### src/rtl/load_store_unit.sv
// Load/store sequencer between the RV32I core and a word-wide data memory.
// Optional misalignment trapping: define LSU_MISALIGN_TRAP_EN.
module load_store_unit (
    input  logic        Clk,
    input  logic        Rst,
    input  logic        start,
    input  logic        is_store,
    input  logic [2:0]  funct3,
    input  logic [31:0] addr,
    input  logic [31:0] store_data,
    output logic        busy,
    output logic        done,
    output logic        err,
    output logic [31:0] load_data,
    output logic [31:0] mem_addr,
    output logic [31:0] mem_wdata,
    output logic        mem_read,
    output logic        mem_write,
    input  logic [31:0] mem_rdata
);

    typedef enum logic [2:0] {
        S_IDLE,
        S_RD,
        S_WR,
        S_DONE,
        S_ERR
    } state_t;

    state_t      state_q, state_d;
    logic [31:0] addr_q, addr_d;
    logic [2:0]  funct3_q, funct3_d;
    logic        store_q, store_d;
    logic [31:0] sdata_q, sdata_d;
    logic [31:0] merge_q, merge_d;
    logic [31:0] ldata_q, ldata_d;

    logic        f3_bad;
    logic        misalign;
    logic        req_err;
    logic [31:0] load_ext;
    logic [31:0] wdata_c;
    logic [7:0]  lane_b;
    logic [15:0] lane_h;

    assign f3_bad = (funct3 == 3'b011) || (funct3 == 3'b110) ||
                    (funct3 == 3'b111) || (is_store && funct3[2]);

`ifdef LSU_MISALIGN_TRAP_EN
    assign misalign = ((funct3[1:0] == 2'b01) && addr[0]) ||
                      ((funct3[1:0] == 2'b10) && (addr[1:0] != 2'b00));
`else
    assign misalign = 1'b0;
`endif

    assign req_err = f3_bad || misalign;

    // State register
    always_ff @(posedge Clk or negedge Rst) begin
        if (!Rst) begin
            state_q  <= S_IDLE;
            addr_q   <= '0;
            funct3_q <= '0;
            store_q  <= 1'b0;
            sdata_q  <= '0;
            merge_q  <= '0;
            ldata_q  <= '0;
        end else begin
            state_q  <= state_d;
            addr_q   <= addr_d;
            funct3_q <= funct3_d;
            store_q  <= store_d;
            sdata_q  <= sdata_d;
            merge_q  <= merge_d;
            ldata_q  <= ldata_d;
        end
    end

    // Next-state and datapath register updates
    always_comb begin
        state_d  = state_q;
        addr_d   = addr_q;
        funct3_d = funct3_q;
        store_d  = store_q;
        sdata_d  = sdata_q;
        merge_d  = merge_q;
        ldata_d  = ldata_q;
        unique case (state_q)
            S_IDLE: begin
                if (start) begin
                    addr_d   = addr;
                    funct3_d = funct3;
                    store_d  = is_store;
                    sdata_d  = store_data;
                    if (req_err)
                        state_d = S_ERR;
                    else if (!is_store)
                        state_d = S_RD;
                    else if (funct3 == 3'b010)
                        state_d = S_WR;
                    else
                        state_d = S_RD;
                end
            end
            S_RD: begin
                if (store_q) begin
                    merge_d = mem_rdata;
                    state_d = S_WR;
                end else begin
                    ldata_d = load_ext;
                    state_d = S_DONE;
                end
            end
            S_WR:   state_d = S_DONE;
            S_DONE: state_d = S_IDLE;
            S_ERR:  state_d = S_IDLE;
            default: state_d = S_IDLE;
        endcase
    end

    assign lane_b = mem_rdata[{addr_q[1:0], 3'b000} +: 8];
    assign lane_h = mem_rdata[{addr_q[1], 4'b0000} +: 16];

    always_comb begin
        load_ext = mem_rdata;
        unique case (funct3_q)
            3'b000:  load_ext = {{24{lane_b[7]}}, lane_b};
            3'b001:  load_ext = {{16{lane_h[15]}}, lane_h};
            3'b100:  load_ext = {24'h0, lane_b};
            3'b101:  load_ext = {16'h0, lane_h};
            default: load_ext = mem_rdata;
        endcase
    end

    // Sub-word stores patch the word captured during RD
    always_comb begin
        wdata_c = merge_q;
        unique case (funct3_q[1:0])
            2'b00:   wdata_c[{addr_q[1:0], 3'b000} +: 8] = sdata_q[7:0];
            2'b01:   wdata_c[{addr_q[1], 4'b0000} +: 16] = sdata_q[15:0];
            default: wdata_c = sdata_q;
        endcase
    end

    // Moore outputs
    always_comb begin
        busy      = (state_q != S_IDLE);
        mem_read  = (state_q == S_RD);
        mem_write = (state_q == S_WR);
        done      = (state_q == S_DONE) || (state_q == S_ERR);
        err       = (state_q == S_ERR);
    end

    assign mem_addr  = {addr_q[31:2], 2'b00};
    assign mem_wdata = wdata_c;
    assign load_data = ldata_q;

endmodule
### config.mk
export PLATFORM = sky130hd
export DESIGN_NAME = load_store_unit
export DESIGN_NICKNAME = d
export VERILOG_FILES = /design/src/rtl/load_store_unit.sv
export SDC_FILE = /design/constraint.sdc
export NUM_CORES = 1
export LEC_CHECK = 0
export ABC_AREA = 1
export CAP_MARGIN = 0
export CORE_MARGIN = 2
export CORE_UTILIZATION = 50
export DETAILED_ROUTE_END_ITERATION = 7
export DONT_BUFFER_PORTS = 1
export GPL_ROUTABILITY_DRIVEN = 0
export RECOVER_POWER = 100
export SKIP_CTS_REPAIR_TIMING = 1
export SLEW_MARGIN = 20
export SYNTH_ARGS = -nofsm -noshare
export SYNTH_HDL_FRONTEND = slang
export SYNTH_SLANG_ARGS = --single-unit
### constraint.sdc
create_clock -name Clk -period 2.43 [get_ports Clk]
set_input_delay 0.3645 -clock Clk [delete_from_list [all_inputs] [get_ports Clk]]
set_output_delay 0.3645 -clock Clk [all_outputs]
set_load 0.005 [all_outputs]
Yosys cells after proc, flatten, opt, wreduce, memory -nomap -nowiden
Cells that the tools add are included.

storage, ports and cells
  bits in registers = 135
  word-level logic and storage cells = 51

operators by class
  add/subtract/negate cells = 2
  reduce and logical (&&, ||, !) cells = 12
  bitwise logic cells = 1
  equal/unequal tests = 13
  shifts and indexed selects = 6
  mux-type cells = 10

operator list
  cell                     number
  $pmux 32 s4              1
  $bwmux 32                2
  $pmux 32 s2              1
  $shift 16x7->32 const A  1
  $shift 8x7->32 const A   1
  $shiftx 16x7->32         1
  $shiftx 32x6->16         1
  $shiftx 32x6->8          1
  $shiftx 8x7->32          1
  $eq 3x3->1 const B       5
  $neg 5->7                2
  $eq 3x2->1 const B       4
  $pmux 3 s3               1
  $eq 3x1->1 const B       2
  $logic_not 3->1          2
  $mux 3                   2
  $reduce_and 2->1         3
  $logic_or 1x1->1         4
  $mux 2                   2
  $reduce_bool 3->1        1
  $eq 2x1->1 const B       1
  $logic_not 2->1          1
  $ne 2x2->1 const B       1
  $logic_and 1x1->1        1
  other kinds (2)          2

Logic depth before layout (Yosys ltp)
Gate-level depths: netlist (run 1).

  word-level depth = 7
  mapped depth = 9

Least setup slack after synthesis (run 1)
Ideal clock, no wire load.

  path type = register to output
  start = register addr_q[1]
  end = output port mem_wdata[10]
  arrival = 1734 ps
  required time = 2066 ps
  cell stages (with the launch flop) = 9
  setup slack = 331 ps
  path through = dfrtp_1 > inv_2 > clkbuf_1 > ha_1 > clkbuf_1 > nand2_1 > o22ai_1 > nand2_1 > nand3_1

between the ends
  cells in the longest elaborated chain, start to end = 4

RTL lines
  what                                            RTL line  text
  from (decl)                                     31        logic [31:0] addr_q, addr_d;
  from (signal assigned)                          70        addr_q <= addr_d;
  $neg 5->7 (on tied branches)                    140, 139
  $shiftx 16x7->32, or another cell as far along  140       2'b01: wdata_c[{addr_q[1], 4'b0000} +: 16] = sdata_q[15:0];
  $bwmux 32 (on tied branches)                    140, 139
  $pmux 32 s2 (*)                                 138       unique case (funct3_q[1:0])
  to (decl)                                       16        output logic [31:0] mem_wdata,

Mark *: on every way between the ends. The rest lies on a longest branch, timed or not.

Worst setup path after layout (run 1)
  start = register addr_q[1]
  end = output port mem_wdata[19]

The elaborated chain is that of the path after synthesis.

==> out/results.txt, run 1 <==
The initial antenna violation count was 0; the count of antenna-violating nets left after detailed routing was 0. The top routing layer in use was met4. For the total congestion overflow, the log shows 0. The number of levels the H-tree was split into was 4; the clock period minus final worst setup slack was 2360 ps. In this run, the clock network consumes 21.1% of the power. The area growth from synthesis to layout is 7.47%. The clock insertion delay at the later pin of the skew report is 430 ps. After layout, the worst path uses 97.2% of the clock period. Wires add up to 21.2 mm. STA classifies the critical path endpoint as an output pin. The initial utilization of the core area, before any placement, comes to 51.4%. The die covers 15900 sq um. Number of enable flip-flop cells after synthesis: 0. The logs give 7470 sq um for the area of the mapped netlist and 4.35 nW for the cell leakage power. The tools report the power dissipated by switching net loads as 5.37 mW. Before CTS, the worst setup slack after placement is 365 ps. The horizontal die dimension is 126 um. The tools report the sequential cell area fraction in the yosys report as 45.2%. Ranked by instance count, the synthesized netlist is headed by 357 x nand2_1, 135 x dfrtp_1, 117 x nand3_1.

The floorplan step set the die height to 126 um. Setup slack on the worst reg-to-reg path comes out at 200 ps. Number of buffers inserted by port buffering: 0. The logs give 136 for the maximum number of pins on one net before global-route repair and 2 for the buffer depth of the longest clock path.

The fraction of registers with async set or reset after synthesis came out at 100%. Row generation in the floorplan step produced 44 rows. Setup violations remaining at the end of the flow were counted as 0.

The clock transition at the registers of the reported paths was 60 ps; the highest achievable clock rate was 423 MHz. In the synthesized netlist, the number of instances is 1039. During synthesis, Yosys emitted a total of 0 warnings. Including well taps, the total number of placed cells is 1158. For the via count, the log shows 6445. The cell type with the largest total area after synthesis was dfrtp_1.

Counting the buffers created by CTS gives 17. The flow ran to the end, but the final reports show violations. The total of flip-flops plus latches after synthesis was 135; the top-area cell type share of the netlist area was 45.2%.

Counting every sink on the clock net gives 135. The post-placement cell area is 7380 sq um. The logs give 0 for the number of max-slew violations in the final report and 9.73 mm for the routed wire length on met2. The I/O pin total is 204, and the HPWL after detailed placement is 14.8 mm.

The cell-internal power is 6.66 mW, and the maximum fanout encountered on the critical timing path is 8. The run gives 2000 ps as the arrival time of data at the critical path endpoint. Sorting the synthesized cells by area gives the leading types as dfrtp_1 45%, nand2_1 18%, nand3_1 7.8%. In this run the worst hold path is classified as primary input to async pin. The via count of the first global-routing pass is 6177, and the setup slack of the critical path after layout is 67.8 ps. The portion of total power attributed to sequential cells is 35.3%. Each instance of the synthesized netlist takes up on average 7.19 sq um. For the pin with the worst max-slew slack, the measured transition is 1000 ps. In this run the tightest slew margin relative to its limit is 33.2%. The dominant register cell in the synthesized netlist is dfrtp_1.

The first-pass GRT wire length came out at 33.9 mm. The critical path is of the flip-flop to output pin type. Net switching is 44.6% of the power. The tools report the smallest hold slack as -369 ps. Root buffer selected by CTS: clkbuf_16. The floorplan step defined a core boundary enclosing 14500 sq um. For the peak supply drop, the log shows 0.593 mV.

The final reports fail on hold timing. Routed length on met1: 8.94 mm. At the worst endpoint, the required time is 2070 ps. Wire segments on met3 add up to 2.07 mm in the final route. In the global route stage, overall resource usage came out at 27.1%. The layout has 1459 filler cells. In this run the power density over the cells is 1500 nW/um^2.

STA classifies the critical path startpoint as a flip-flop. The run gives 1102 as the net count of the finished layout. Setup repair after global routing could not meet its margin everywhere. The tools report the overall power of the completed layout as 12.0 mW.

Clock skew on the completed layout was measured at 6.78 ps. The share of post-route cells with drive strength above 1 is 10.1%. Cells fill 55.2% of the core in the end. The total inserted antenna cells was 0; the number of hold-slack violations in the final timing report was 135. The DRC violation count after routing was 0; the first-pass iteration count of the detailed router was 5. TritonCTS built the clock tree.

Once layout is complete, the cells apart from fillers number 1191. nand2_1 is the most common cell in the netlist. Across the run, the number of max-cap violations was 0.

After detailed routing, the number of vias per cell comes to 5.41. After routing the design area is 8020 sq um. In this run, the number of DRC markers left after iteration 0 of detailed routing was 613.

Synthesis instantiated 30 different standard cells from the library. In this run, the combinational gates consume 43.7% of the power. Dividing the detail-routed wire length by the instance count gives 17.8 um.
-- cell type report --
cell class	count	area (sq um)	area share [%]
Sequential cell	135	3380	42.1
Multi-Input combinational cell	710	3250	40.4
Clock buffer	18	439	5.47
Inverter	105	399	4.97
Tap cell	184	230	2.87
Timing Repair Buffer	25	189	2.35
Clock inverter	14	140	1.75
-- path summary, 6_finish.rpt --
kind / start / to / depth (start not counted)
hold reg to reg: sdata_q[27] / sdata_q[27] / 2
min in group Clk: addr[21] / addr_q[21] / 2
setup reg to reg: state_q[2] / merge_q[21] / 7
setup / recovery: addr_q[1] / mem_wdata[19] / 8
hold / removal: Rst / sdata_q[21] / 0
max in group asynchronous: Rst / funct3_q[1] / 0
-- stage by stage --
| step | hold slack, ps | TNS [ps] |
|---|---|---|
| global route | -381 | -222 |
| global placement | 72.1 | 0 |
| finish | -369 | 0 |
| CTS | -376 | -1330 |
| floorplan | 68.9 | 0 |
| detailed placement | 73.1 | 0 |
-- sequential cells by signal, indices dropped and copies added (netlist names) --
register / flops
load_data: 32
funct3_q: 3
sdata_q: 32
state_q: 3
addr_q: 32
store_q: 1
merge_q: 32
-- routing by layer --
layer | vias up | GRT usage [%]
met3 | 41 | 8.96
met5 | - | 0
li1 | 3160 | -
met1 | 2946 | 37.1
met4 | 0 | 7.56
met2 | 298 | 41.6
-- worst max-delay path: stages, from the launching register on --
cell	delay (ps)
dfrtp_2	450
inv_2	80
ha_2	350
inv_1	70
nor2_4	140
nand3_4	160
o22ai_2	150
nand2_1	80
nand2_1	90
-- cells in the final DEF (no fill, tap or decap), drive strengths merged --
| cell type | count |
|---|---|
| a21oi | 44 |
| a22oi | 7 |
| buf | 20 |
| bufinv | 1 |
| clkbuf | 23 |
| clkinv | 6 |
| clkinvlp | 4 |
| conb | 2 |
| dfrtp | 135 |
| ha | 5 |
| inv | 108 |
| nand2 | 363 |
| nand3 | 119 |
| nand4 | 1 |
| nor2 | 60 |
| nor3 | 3 |
| o211ai | 1 |
| o21ai | 73 |
| o22ai | 16 |
| or2 | 16 |
-- power groups by stage --
| stage | combinational, mW | sequential [mW] | clock [mW] |
|---|---|---|---|
| 3_3_place_gp | 5.05 | 4.26 | 0 |
| 3_5_place_dp | 5.11 | 4.26 | 0 |
| 5_1_grt | 6.03 | 4.39 | 2.66 |
| 6_report | 5.26 | 4.24 | 2.53 |
| 2_1_floorplan | 4.32 | 3.90 | 0 |
| 4_1_cts | 5.12 | 4.24 | 2.56 |
-- cells by family (layout without fill, tap and decap cells) --
kind of cell,count (synthesis),in the layout,synth area share (%)
adder cells (fa/ha/maj),5,5,0.838
flip-flops,135,135,45.2
buffers and inverters,195,162,12.3
other,1,2,0.0502
AO/OA/AOI/OAI,141,141,10.1
AND/OR/NAND/NOR,562,562,31.4
Note: power is estimated with default switching activity, not from simulation.
==> run 2: changes to the inputs <==
RECOVER_POWER = unset   (was 100)
==> out/results.txt, run 2 (same netlist as run 1, synthesis figures left out) <==
The run finished, with violations left. The checks that failed: hold timing. The tools report the kind of launch point of the worst setup path as a flip-flop. The buffer depth of the longest clock path came out at 2 (unchanged). The post-detailed-route via-to-cell ratio came out at 5.42 (+0.11%).

The first-pass iteration count of the detailed router was 5 (unchanged). The library cell used most frequently in the layout, excluding fill and tap cells, is nand2_1. The tools report the type of element capturing the critical path as an output pin.

The logs give 14.8 mm (unchanged) for the HPWL after detailed placement and 1158 (unchanged) for the placed instance count. The horizontal die dimension is 126 um (unchanged). The logs give 6177 (unchanged) for the via count of the first global-routing pass and 0 (unchanged) for the count of antenna-violating nets left after detailed routing. The final non-filler cell total is 1191 (unchanged), and the maximum number of pins on one net before global-route repair is 136 (unchanged). The clock transition at the registers of the reported paths is 60 ps (about the same), and the vertical extent of the die is 126 um (unchanged).

The worst slew margin relative to its limit came out at 60.5% (+27 points). For the floorplan die area, the log shows 15900 sq um (unchanged). The tools report the largest clock skew in the final design as 8.39 ps (+1.61 ps).

For the number of DRC markers after the initial detailed-route iteration, the log shows 706 (+15%). The via count is 6452 (+0.11%). Total congestion overflow: 0 (unchanged). The initial core utilization came out at 51.4% (unchanged). The logs give 17 (unchanged) for the total CTS buffers and 0 (unchanged) for the initial antenna violation count. The average wire length per cell after detail routing is 17.8 um (+0.25%). The setup slack of the critical path after layout was 51.6 ps (-16.2 ps). For the post-placement worst setup slack, the log shows 365 ps (unchanged). Tracing the worst setup path back leads to its startpoint at addr_q[1].

Sequential cell area: 3380 sq um (unchanged). The number of max-slew violations in the final report was 0 (unchanged). The growth of design area from synthesis to finish is 7.99%. TritonCTS built the clock tree. CTS placed an instance of clkbuf_16 at the clock tree root. The share of post-route cells with drive strength above 1 was 10.8% (+0.70 points); the final instance area was 8060 sq um (+0.48%).

The arrival time of data at the critical path endpoint is 2010 ps (about the same). The overall power of the completed layout was 12.1 mW (+0.75%). The number of max-cap violations came out at 0 (unchanged). Setup repair after global routing could not meet its margin everywhere.

The smallest hold slack was -369 ps (+0.318 ps). The row count was 44 (unchanged). The overall track demand over capacity in global routing is 27.1% (unchanged), and the highest achievable clock rate is 420 MHz (-0.68%).

The tools report the total inserted antenna cells as 0 (unchanged). The routed wire length was 21.2 mm (+0.25%). The run gives 0 ps (unchanged) as the setup TNS after final layout. The critical path goes through inv_2 -> ha_2 -> inv_1 -> nor2_4 -> nand3_4 -> o22ai_1 -> nand2_1 -> nand2_1. The worst stage delay on the critical path is 450 ps (about the same). Among all stages on the critical path, the largest delay is contributed by dfrtp_2. The post-layout utilization of the core was 55.5% (+0.27 points). The number of levels the H-tree was split into was 4 (unchanged).

For the cell leakage power, the log shows 4.36 nW (+0.20%). The total area of multi-input combinational cells is 3260 sq um (+0.46%), and the share of the clock period used by the worst path after layout is 97.9% (+0.67 points). The tools report the post-placement cell area as 7380 sq um (unchanged). The run gives 0 (unchanged) as the DRC violation count after routing.

Worst reg2reg path startpoint: addr_q[1]. Number of buffers inserted by port buffering: 0 (unchanged). The top cell types in the final layout, fill and taps aside, are 354 x nand2_1, 133 x dfrtp_1, 116 x nand3_1, 95 x inv_1, 53 x nor2_1.

The number of setup violations in the final report is 0 (unchanged), and the I/O pin total is 204 (unchanged). The power density of the placed cells was 1500 nW/um^2 (+0.26%); the clock period minus final worst setup slack was 2380 ps (+16.2 ps). The number of filler instances in the final layout was 1457 (-0.14%); the data required time of the critical path was 2070 ps (about the same). The floorplan core area was 14500 sq um (unchanged); the number of hold-slack violations in the final timing report was 135 (unchanged).

In this design, the critical path's most frequently occurring cell is nand2_1. The slew at the pin closest to its max-slew limit was 591 ps (-409 ps). The worst setup path is of the flip-flop to output pin kind. The min-delay analysis places its worst path in the category primary input to async pin. The number of sinks handled by clock tree synthesis is 135 (unchanged). For the peak supply drop, the log shows 0.623 mV (+5.1%). The logs give 33.9 mm (unchanged) for the first-pass GRT wire length and 1102 (unchanged) for the net count of the finished layout.

The tools report the clock insertion delay at the later pin of the skew report as 430 ps (about the same). The maximum fanout encountered on the critical timing path works out to 8 (unchanged).
## run 2: metal layers
| layer | track usage (%) | wire, um |
|---|---|---|
| met1 | 37.1 | 9120 |
| met2 | 41.6 | 9760 |
| met3 | 8.96 | 1960 |
| met4 | 7.56 | 394 |
| met5 | 0 | 0 |
## run 2: report_power, final
part,switching (mW),internal (mW)
sequential,0.897,3.35
clock,1.08,1.46
combinational,3.44,1.90
total,5.41,6.70
## run 2: area by class of cell
cell class              count  area share [%]
repair buffers             25            2.64
inverters                 105            4.95
multi-input cells         710            40.4
clock inverters            14            1.74
flip-flops and latches    135            41.9
well taps                 184            2.86
clock buffers              18            5.45
## run 2: final timing paths
check,slack (ps),cells past startpoint,end
hold reg to reg,470,2,sdata_q[27]
max in group asynchronous,2580,0,funct3_q[1]
min in group Clk,70,2,addr_q[21]
setup / recovery,50,8,mem_wdata[16]
setup reg to reg,550,9,load_data[21]
hold / removal,-370,0,sdata_q[21]
## run 2: critical path, delay by kind of cell, from the launching register on
family                   cells  cell delay, ps
AND/OR/NAND/NOR              4             470
flip-flops                   1             450
adder cells (fa/ha/maj)      1             350
AO/OA/AOI/OAI                1             170
buffers and inverters        2             150
